===== src/rtl/vec_pkg.sv =====
// vec_pkg: shared lane geometry, opcodes and FSM encoding for the vector execute stage.
package vec_pkg;
  localparam int LANE_W = 16;
  localparam int LANES = 16;
  localparam int LANES_PER_CYCLE = 4;
  localparam int VEC_W = LANES * LANE_W;
  localparam int GROUPS = LANES / LANES_PER_CYCLE;
  localparam int CNT_W = GROUPS > 1 ? $clog2(GROUPS) : 1;
  localparam logic [1:0] OP_VADD = 2'b00;
  localparam logic [1:0] OP_VSUB = 2'b01;
  localparam logic [1:0] OP_VAND = 2'b10;
  localparam logic [1:0] OP_VSMUL = 2'b11;
  typedef enum logic [1:0] {S_IDLE, S_EXEC, S_WB} state_e;
endpackage


===== src/rtl/vec_lane_alu.sv =====
// vec_lane_alu: combinational single-lane op, modulo 2^LANE_W.
module vec_lane_alu
  import vec_pkg::*;
(
  input  logic [1:0]        op,
  input  logic [LANE_W-1:0] a,
  input  logic [LANE_W-1:0] b,
  input  logic [LANE_W-1:0] scalar,
  output logic [LANE_W-1:0] y
);
  always_comb
    y = op == OP_VADD ? a + b :
        op == OP_VSUB ? a - b :
        op == OP_VAND ? a & b :
        op == OP_VSMUL ? a * scalar : '0;
endmodule


===== src/rtl/vector_exec_unit.sv =====
// vector_exec_unit: multi-cycle lane-wise vector execute stage with single-cycle regfile write-back.
module vector_exec_unit
  import vec_pkg::*;
(
  input  logic              clk,
  input  logic              rst,
  input  logic              start,
  input  logic [1:0]        op,
  input  logic [2:0]        dst,
  input  logic [VEC_W-1:0]  src_a,
  input  logic [VEC_W-1:0]  src_b,
  input  logic [LANE_W-1:0] scalar,
  output logic              busy,
  output logic              done,
  output logic              wr_en,
  output logic [2:0]        wr_dst,
  output logic [VEC_W-1:0]  wr_data
);
  state_e state, state_n;
  logic [CNT_W-1:0] cnt;
  logic [1:0] op_q;
  logic [2:0] dst_q;
  logic [VEC_W-1:0] a_q, b_q, res, res_n;
  logic [LANE_W-1:0] s_q;
  logic [LANE_W-1:0] y [LANES_PER_CYCLE];
  logic last;
  for (genvar g = 0; g < LANES_PER_CYCLE; g++) begin : g_lane
    vec_lane_alu u_alu (
      .op(op_q),
      .a(a_q[(int'(cnt) * LANES_PER_CYCLE + g) * LANE_W +: LANE_W]),
      .b(b_q[(int'(cnt) * LANES_PER_CYCLE + g) * LANE_W +: LANE_W]),
      .scalar(s_q),
      .y(y[g])
    );
  end
  always_comb begin
    last = cnt == CNT_W'(GROUPS - 1);
    state_n = state == S_IDLE ? (start ? S_EXEC : S_IDLE) :
              state == S_EXEC ? (last ? S_WB : S_EXEC) : S_IDLE;
    res_n = res;
    for (int i = 0; i < LANES_PER_CYCLE; i++)
      res_n[(int'(cnt) * LANES_PER_CYCLE + i) * LANE_W +: LANE_W] = y[i];
  end
  // wr_data/wr_dst load on the final EXEC edge so they hold steadily between write-backs
  always_ff @(posedge clk or posedge rst) begin
    if (rst) begin
      state <= S_IDLE;
      cnt <= '0;
      op_q <= '0;
      dst_q <= '0;
      a_q <= '0;
      b_q <= '0;
      s_q <= '0;
      res <= '0;
      wr_dst <= '0;
      wr_data <= '0;
    end else begin
      state <= state_n;
      if (state == S_IDLE && start) begin
        op_q <= op;
        dst_q <= dst;
        a_q <= src_a;
        b_q <= src_b;
        s_q <= scalar;
        cnt <= '0;
      end
      if (state == S_EXEC) begin
        res <= res_n;
        cnt <= cnt + 1'b1;
        if (last) begin
          wr_data <= res_n;
          wr_dst <= dst_q;
        end
      end
    end
  end
  assign busy = state != S_IDLE;
  assign wr_en = state == S_WB;
  assign done = wr_en;
endmodule


===== config.mk =====
export PLATFORM = sky130hd
export DESIGN_NAME = vector_exec_unit
export DESIGN_NICKNAME = d
export VERILOG_FILES = /design/src/rtl/vec_pkg.sv /design/src/rtl/vec_lane_alu.sv /design/src/rtl/vector_exec_unit.sv
export SDC_FILE = /design/constraint.sdc
export NUM_CORES = 2
export LEC_CHECK = 0
export BUFFER_PORTS_ARGS = -buffer_cell sky130_fd_sc_hd__buf_2
export CORE_MARGIN = 3
export CORE_UTILIZATION = 59
export CTS_CLUSTER_SIZE = 24
export DETAILED_ROUTE_END_ITERATION = 7
export MAX_ROUTING_LAYER = met4
export PLACE_DENSITY = 0.81
export SYNTH_ARGS = -nofsm -noshare
export SYNTH_HDL_FRONTEND = slang
export SYNTH_SLANG_ARGS = --single-unit

===== constraint.sdc =====
create_clock -name clk -period 39.3 [get_ports clk]
set_input_delay 7.86 -clock clk [delete_from_list [all_inputs] [get_ports clk]]
set_output_delay 7.86 -clock clk [all_outputs]
set_load 0.005 [all_outputs]

==> impl_metrics.csv <==
group,metric,value,unit
setup_path,endpoint_kind,"register",
cts,h-tree-depth,3,
layout,nets,8728,
sta,final_max_slew_viol_count,0,
drt,drt_drc_violations_left,0,
setup_path,crit_path_frequent_cell,"buf_4",
setup_path,critPathArrivalTime,12.38,ns
setup_path,crit_path_top_delay_cell,"buf_4",
setup_path,cp-start-kind,"input port",
drt,ant_nets,0,
layout,layout_commonest_cell,"nand2_1",
grt,track_usage,36.3,%
setup_path,critPathMaxFanout,107,
sta,hold_viol,0,
setup_path,rrSetupSlack,30.63,ns
place,pre_cts_slack,26.97,ns
setup_path,cp_top_family,"buffers and inverters",
layout,layout_common_cells,"nand2_1 (2177), dfrtp_1 (998), buf_2 (797), inv_1 (567), nor2_1 (371)",
place,placed_cells,8827,
drt,wl,199000,um
sta,tns,0,ns
die,die_h,335,um
place,port_buffers,797,
cts,cts_resized,0,
logic_synthesis,ys_ff_latch,1004,
setup_path,reg2regPathDepth,23,
logic_synthesis,yosys_warnings,0,
drt,first_pass_iters,5,
sta,relSlewSlack,1.57,%
layout,area_growth,12.8,%
worst_hold_path,hold_start,"dst_q[0]",
setup_path,cp_cell_sequence,"buf_2 -> and2_4 -> buf_4 -> buf_4 -> buf_4 -> buf_4 -> nand2_1 -> nand2_1",
logic_synthesis,syn_nets,8174,
grt,antenna_found_initial,12,
setup_path,r2r_end,"wr_data[191]",
die,start_util,60.0,%
drt,vias,53600,
logic_synthesis,async_flop_share,100,%
sta,timing.fmax,85.2,MHz
die,die_x,335,um
grt,overflow,0,
setup_path,cp.required,39.94,ns
grt,grt_max_degree,217,
cts,cts-buffers-inserted,100,
die,core_area,106000,um2
run_status,outcome,"finished with violations",
cts,cts_sinks,1004,
layout,finish.utilization,67.6,%
cts,postCtsSetupBuffers,0,
setup_path,r2r_start,"cnt[0]",
worst_hold_path,hp-class,"register to register",
worst_hold_path,hold_depth,2,
cts,cts_tree,"done",
cts,clk_path_buf_depth,3,
logic_synthesis,avgSynthCellArea,9.13,um2
sta,post-route-period-util,29.9,%
cts,cts-root-buf,"clkbuf_16",
layout,final_cells,9013,
setup_path,cp_num_buf_inv,5,
logic_synthesis,synthDistinctLibCells,80,
cts,clk_pin_slew_worst_paths,0.06,ns
logic_synthesis,synth_edf_count,0,
sta,rsz0062_at_grt,"no",
drt,post_drt_wl_per_cell,22.1,um
grt,first_global_vias,54300,
die,die_area,112000,um2
drt,avgViaCountPerCell,5.95,
layout,nFillCells,8281,
sta,finalSetupViolCount,0,
layout,drive_above_1_share,16.1,%
setup_path,slowest_delay,0.82,ns
grt,grt_pass1_wl,306000,um
drt,drtIter0Drc,5011,
sta,min_period,11.74,ns
sta,layout_setup_ws,27.56,ns
die,io_pins,798,
logic_synthesis,yosys_most_used_dff,"dfrtp_1",
setup_path,path_class,"input port to register",
sta,worst_slew_pin_slew,1.47,ns
logic_synthesis,ys_seq_area_share,39.4,%
place,place.gp.congestion,0.961,
logic_synthesis,syn_inst,6984,
place,dpl.hpwl,144000,um
die,rows,119,
job,cap_violations,1,
run_status,violations,"capacitance limit",
cts,clock_latency,0.74,ns
worst_hold_path,min_to,"wr_dst[0]",
cts,cts-hold-fix-buffers,0,
logic_synthesis,netlist_area,63700,um2
sta,fin_worst_skew,0.0752,ns
-- cell type report --
| class | instances | area [um2] | area share, % |
|---|---|---|---|
| clock buffer | 144 | 2940 | 4.09 |
| clock inverter | 32 | 398 | 0.554 |
| tap | 1391 | 1740 | 2.42 |
| multi-input combinational | 4986 | 34900 | 48.5 |
| timing repair buffer | 871 | 4590 | 6.39 |
| inverter | 575 | 2170 | 3.02 |
| sequential | 1004 | 25100 | 35.0 |
| antenna | 10 | 25.0 | 0.0348 |
-- cells by family (layout without fill, tap and decap cells) --
logic type | Yosys count | count (layout) | share of synthesized area, %
AND/OR/NAND/NOR | 3012 | 3012 | 19.4
flip-flops | 1004 | 1004 | 39.4
buffers and inverters | 994 | 1622 | 5.99
AO/OA/AOI/OAI | 947 | 947 | 10.3
adder cells (fa/ha/maj) | 654 | 654 | 16.7
XOR/XNOR | 204 | 204 | 2.91
multiplexers | 169 | 169 | 5.27
other | 0 | 10 | 0
-- cell usage after synthesis (132+ instances only) --
library cell	count	area share [%]
o21ai_0	223	1.8
inv_1	570	3.4
dfrtp_1	1004	39
mux4_2	132	4.7
a21oi_1	181	1.4
ha_1	326	6.4
xnor2_1	144	2.0
nor2_1	375	2.2
clkbuf_1	367	2.2
nand2_1	2182	13
a22o_1	149	2.0
fa_1	328	10
and2_1	263	2.6
-- registers in the layout (all words and copies together) (netlist names) --
signal   flops
s_q         16
cnt          2
wr_dst       3
dst_q        3
a_q        256
wr_data    256
op_q         2
state        2
b_q        256
res        208
-- worst max path at each step --
stage / start / end / cells after the start
5_1_grt: start / b_q[10] / 8
3_5_place_dp: start / b_q[23] / 8
6_report: start / b_q[23] / 8
4_1_cts: start / b_q[24] / 8
3_3_place_gp: start / b_q[130] / 8
2_1_floorplan: rst / a_q[0] / 1
-- per-layer routing --
layer / wire length [um] / GRT usage (%) / vias to the layer above
li1: - / - / 23700
met1: 72200 / 43.2 / 26400
met2: 94500 / 57.2 / 2740
met3: 17500 / 7.06 / 731
met4: 14800 / 23.0 / 0
met5: 0 / - / -
-- metrics by stage --
step	instance area, um2	hold slack [ns]
after floorplan	63700	0.439
after global placement	68500	0.452
after detailed placement	68500	0.457
after CTS	71900	0.472
after global routing	71900	0.483
final	71900	0.468
-- worst min-delay path, cell delays in order (launching register included) --
cell and delay (ns):
dfrtp_1 0.34, nand2_1 0.05, nand2_1 0.05
Power is left out: the tool's default activity adds up to more than one toggle a clock period on the data nets, which glitch-free logic cannot reach.
